--- src/rtl/imem_loader.sv ---
// -----------------------------------------------------------------------------
// imem_loader
//   Boot-time program loader sitting in front of the fetch stage. Consumes a
//   byte stream made of a 16-bit word count (low byte first), 4*N payload
//   bytes and one XOR checksum byte. Payload bytes are packed little-endian
//   into 32-bit words and written into the instruction BRAM. pc_stall stays
//   high until a load finishes with a good checksum and no overflow.
//
// Ports
//   clk       in   core clock (single domain)
//   rst       in   asynchronous active-low reset
//   start     in   one-cycle pulse, begins a load from IDLE, DONE or ERR
//   s_data    in   stream byte
//   s_valid   in   stream byte valid
//   s_ready   out  loader accepts s_data this cycle
//   i_w_addr  out  BRAM write byte address
//   i_w_dat   out  BRAM write data
//   i_w_enb   out  BRAM write enable, one-cycle pulse per word
//   pc_stall  out  freezes the PC unless the last load completed cleanly
//   busy      out  a load is in progress
//   done      out  last load completed with good checksum and no overflow
//   err       out  last load failed (checksum mismatch or overflow)
// -----------------------------------------------------------------------------
module imem_loader #(
   parameter int unsigned            DATA_WIDTH  = 32,
   parameter int unsigned            DEPTH_WORDS = 1024,
   parameter logic [DATA_WIDTH-1:0]  BASE_ADDR   = '0
) (
   input  logic                  clk,
   input  logic                  rst,
   input  logic                  start,
   input  logic [7:0]            s_data,
   input  logic                  s_valid,
   output logic                  s_ready,
   output logic [DATA_WIDTH-1:0] i_w_addr,
   output logic [DATA_WIDTH-1:0] i_w_dat,
   output logic                  i_w_enb,
   output logic                  pc_stall,
   output logic                  busy,
   output logic                  done,
   output logic                  err
);

   localparam logic [2:0] S_IDLE   = 3'd0;
   localparam logic [2:0] S_LEN_LO = 3'd1;
   localparam logic [2:0] S_LEN_HI = 3'd2;
   localparam logic [2:0] S_DATA   = 3'd3;
   localparam logic [2:0] S_CSUM   = 3'd4;
   localparam logic [2:0] S_DONE   = 3'd5;
   localparam logic [2:0] S_ERR    = 3'd6;

   logic [2:0]  state;
   logic [15:0] len;        // word count taken from the header
   logic [15:0] word_cnt;   // index of the word currently being assembled
   logic [1:0]  byte_idx;   // byte position within the current word
   logic [23:0] pack;       // first three bytes of the current word
   logic [7:0]  csum;
   logic        ovf;        // sticky: some word fell beyond the BRAM
   logic        accept;

   assign s_ready  = (state == S_LEN_LO) || (state == S_LEN_HI) ||
                     (state == S_DATA)   || (state == S_CSUM);
   assign busy     = s_ready;
   assign pc_stall = (state != S_DONE);
   assign done     = (state == S_DONE);
   assign err      = (state == S_ERR);
   assign accept   = s_valid && s_ready;

   always_ff @(posedge clk or negedge rst) begin
      if (!rst) begin
         state    <= S_IDLE;
         len      <= '0;
         word_cnt <= '0;
         byte_idx <= '0;
         pack     <= '0;
         csum     <= '0;
         ovf      <= 1'b0;
         i_w_enb  <= 1'b0;
         i_w_addr <= BASE_ADDR;
         i_w_dat  <= '0;
      end else begin
         i_w_enb <= 1'b0;
         case (state)
            S_IDLE, S_DONE, S_ERR: begin
               if (start) begin
                  state    <= S_LEN_LO;
                  csum     <= '0;
                  ovf      <= 1'b0;
                  word_cnt <= '0;
                  byte_idx <= '0;
               end
            end
            S_LEN_LO: begin
               if (accept) begin
                  len[7:0] <= s_data;
                  state    <= S_LEN_HI;
               end
            end
            S_LEN_HI: begin
               if (accept) begin
                  len[15:8] <= s_data;
                  state     <= ({s_data, len[7:0]} == 16'd0) ? S_CSUM : S_DATA;
               end
            end
            S_DATA: begin
               if (accept) begin
                  csum     <= csum ^ s_data;
                  byte_idx <= byte_idx + 2'd1;
                  case (byte_idx)
                     2'd0: pack[7:0]   <= s_data;
                     2'd1: pack[15:8]  <= s_data;
                     2'd2: pack[23:16] <= s_data;
                     default: begin
                        // Word complete: write it next cycle unless it lies past the BRAM.
                        if (32'(word_cnt) < DEPTH_WORDS) begin
                           i_w_enb  <= 1'b1;
                           i_w_dat  <= DATA_WIDTH'({s_data, pack});
                           i_w_addr <= BASE_ADDR + DATA_WIDTH'({word_cnt, 2'b00});
                        end else begin
                           ovf <= 1'b1;
                        end
                        word_cnt <= word_cnt + 16'd1;
                        if (word_cnt == len - 16'd1)
                           state <= S_CSUM;
                     end
                  endcase
               end
            end
            S_CSUM: begin
               if (accept)
                  state <= ((s_data != csum) || ovf) ? S_ERR : S_DONE;
            end
            default: state <= S_IDLE;
         endcase
      end
   end

endmodule

--- config.mk ---
export PLATFORM = sky130hd
export DESIGN_NAME = imem_loader
export DESIGN_NICKNAME = d
export VERILOG_FILES = /design/src/rtl/imem_loader.sv
export SDC_FILE = /design/constraint.sdc
export NUM_CORES = 1
export LEC_CHECK = 0
export ABC_AREA = 1
export ABC_CLOCK_PERIOD_IN_PS = 2500
export BUFFER_PORTS_ARGS = -buffer_cell sky130_fd_sc_hd__clkbuf_2
export CAP_MARGIN = 5
export CORE_MARGIN = 2
export CORE_UTILIZATION = 57
export CTS_CLUSTER_DIAMETER = 60
export DETAILED_ROUTE_END_ITERATION = 10
export PLACE_DENSITY_LB_ADDON = 0.05
export SLEW_MARGIN = 20
export SYNTH_ARGS = -nofsm -noshare
export SYNTH_HDL_FRONTEND = slang
export SYNTH_SLANG_ARGS = --single-unit
--- constraint.sdc ---
create_clock -name clk -period 2.5 [get_ports clk]
set_input_delay 0.25 -clock clk [delete_from_list [all_inputs] [get_ports clk]]
set_output_delay 0.25 -clock clk [all_outputs]
set_load 0.05 [all_outputs]
==> out/metrics.yaml <==
final_layout:
  final_area_mm2: 0.00686
  area_delta_synth_final_pct: 18.1
  multi_input_area_mm2: 0.00243
  insertedDiodeCount: 0
  final-seq-area_mm2: 0.00298
  drive_above_1_share_pct: 16.0
  fill_cells: 842
  fin_nets: 793
  layout.cells.non_filler: 920
  fin_util_pct: 69.8
run:
  cap_violations: 0
sta:
  finalSetupTns_ns: 0
  report.final.slew_viol_count: 0
  fmax_mhz: 447
  period_needed_ns: 2.24
  hold_slack_ns: 0.104
  finalWorstSetupSlack_ns: 0.265
  clock-skew-final_ns: 0.00830
  hold_violations: 0
  grt_setup_unrepaired: "false"
  slew_headroom_pct: 60.5
  finalCritPeriodShare_pct: 89.4
  tightest_slew_ns: 0.593
  setup_viol: 0
routing:
  dr.pass1.iters: 4
  wl_met3_um: 606
  vias_per_cell: 5.16
  met2_length_um: 6480
  vias: 4745
  drt_iter0_drc: 249
  postRouteAntennaNets: 0
  wl_um: 13300
  wl_met1_um: 5930
  wl_per_cell_um: 14.5
  top_layer_used: "met4"
  drc: 0
yosys:
  syn_avg_cell_area_um2: 8.26
  netlist_instances: 703
  ys_warn_count: 0
  netlist_area_mm2: 0.00580
  ys_seq_area_share_pct: 51.3
  yosys_register_bits: 119
  synth.distinct_cells: 37
placed_design:
  dp_hpwl_um: 9100
  placedCellCount: 887
  place_ws_ns: 0.301
  place_congestion: 0.901
  numPortBuffers: 65
  place_area_mm2: 0.00621
run_status:
  status: "completed"
clocking:
  cts_made_buffers: 17
  clockRootBuffer: "clkbuf_8"
  cts_setup_buffers: 0
  htreeDepth: 4
  insertion_delay_ns: 0.53
  clk_path_buf_depth: 2
  cts_tree: "done"
  cts.sinks: 119
  cts.clk_slew.worst_paths_ns: 0.06
floorplan:
  io_pins: 82
  core_mm2: 0.00982
  num_rows: 36
  initial_utilization_pct: 59.1
  die-area_mm2: 0.0110
  die_w_um: 105
  die_h_um: 105
global_routing:
  grt_usage_pct: 25.9
  grt_pass1_vias: 4579
  grt_max_degree: 58
  grt_pass1_wl_um: 22300
  antenna_found_initial: 0
  grt_overflow_total: 0
worst_setup_path:
  crit_required_ns: 2.92
  start_kind: "register"
  crit_path_end_kind: "register"
  path_class: "reg -> reg"
  cp.arrival_ns: 2.65
  cp_max_fo: 6
min_path:
  hp-class: "in -> reg"
power:
  leakage_nw: 3.64
  powerDensity_mw_per_mm2: 1080
  total_power_mw: 7.38
  irDropWorstVdd_mv: 0.618
[registers in the layout, indices dropped and copies added, names as in the netlist]
name	flops
pack	24
i_w_addr	16
csum	8
word_cnt	16
byte_idx	2
state	3
len	16
i_w_dat	32
ovf	1
i_w_enb	1
[where the power goes]
group	switching [mW]	internal, mW
clock network	0.910	1.68
logic	1.43	0.699
registers	0.348	2.31
total	2.69	4.69
[per-layer routing]
metal,GRT usage (%),up-vias
met2,42.1,149
met5,0,-
met3,5.80,26
met1,33.4,2215
li1,-,2355
met4,11.5,0
[cells in the mapped netlist]
library cell / instances / share of area, %
nand2_1: 227 / 15
dfrtp_1: 119 / 51
o21ai_0: 74 / 6.4
inv_1: 66 / 4.3
nor2_1: 49 / 3.2
nand3_1: 26 / 2.2
buf_4: 17 / 2.2
xor2_1: 16 / 2.4
clkbuf_1: 12 / 0.78
nor3_1: 10 / 0.86
a21oi_1: 9 / 0.78
xnor2_1: 8 / 1.2
a22o_1: 7 / 1.1
ha_1: 7 / 1.5
nand3b_1: 7 / 0.91
nand4_1: 6 / 0.65
nand2_2: 5 / 0.54
nor4_1: 5 / 0.54
buf_2: 4 / 0.34
nor2_2: 4 / 0.43
o21ai_1: 4 / 0.34
inv_2: 3 / 0.19
nand3_2: 3 / 0.52
nor2_8: 2 / 0.69
a21boi_0: 1 / 0.13
a31o_2: 1 / 0.15
and2_1: 1 / 0.11
buf_1: 1 / 0.065
conb_1: 1 / 0.065
nand3_4: 1 / 0.30
nand4_2: 1 / 0.22
nor2_4: 1 / 0.19
o211ai_1: 1 / 0.13
o21a_1: 1 / 0.13
o21ai_4: 1 / 0.28
o31ai_1: 1 / 0.13
or2_2: 1 / 0.11
[placed cells by master (no fill, tap or decap), drive strengths merged, types with 5 or more instances in the layout]
master,synthesis,layout
nand2,232,232
nor4,5,5
conb,1,16
nand3b,7,7
nand4,7,7
nand3,30,30
xnor2,8,8
nor3,10,10
ha,7,7
dfrtp,119,119
buf,22,6
nor2,56,56
o21ai,79,79
xor2,16,16
a22o,7,7
a21oi,9,9
inv,69,72
clkbuf,12,83
[repair_timing]
action                    4_1_cts  5_1_grt
hold buffers                    1        0
hold endpoints to repair       44        0
resized for setup               0        0
[kinds of logic after synthesis]
kind of cell	count (synthesis)	share of synthesized area (%)
AND/OR/NAND/NOR	349	26.1
flip-flops	119	51.3
buffers and inverters	103	7.85
AO/OA/AOI/OAI	100	9.51
XOR/XNOR	24	3.62
adder cells (fa/ha/maj)	7	1.51
other	1	0.0646
[worst max-delay path, stage by stage (launching register included)]
cell,delay (ns)
dfrtp_1,0.40
inv_1,0.15
ha_1,0.24
nand2_1,0.14
nor2_2,0.27
nand3_1,0.12
nand2_1,0.08
inv_1,0.04
nor2_1,0.07
nand2_1,0.05
nor2_1,0.12
nand2_1,0.08
nand2_1,0.14
nand2_1,0.10
nand2_1,0.07
nand2_1,0.05
[layout make-up]
cell class | count | area share, %
clock buffer | 19 | 6.44
clock inverter | 13 | 2.81
inverter | 69 | 3.78
multi-input combinational | 496 | 35.4
sequential | 119 | 43.4
tap | 133 | 2.43
timing repair buffer | 71 | 5.66
[final timing paths]
check	startpoint	endpoint	slack, ns	cells after the start
worst max-delay path	len[0]	state[1]	0.26	15
worst max register to register	len[0]	state[1]	0.26	15
min in group asynchronous	rst	pack[8]	0.27	2
worst min-delay path	start	word_cnt[11]	0.10	4
max in group asynchronous	rst	i_w_addr[9]	1.53	3
worst min register to register	pack[1]	i_w_dat[1]	0.46	2
Power figures use the tool's default switching activity.
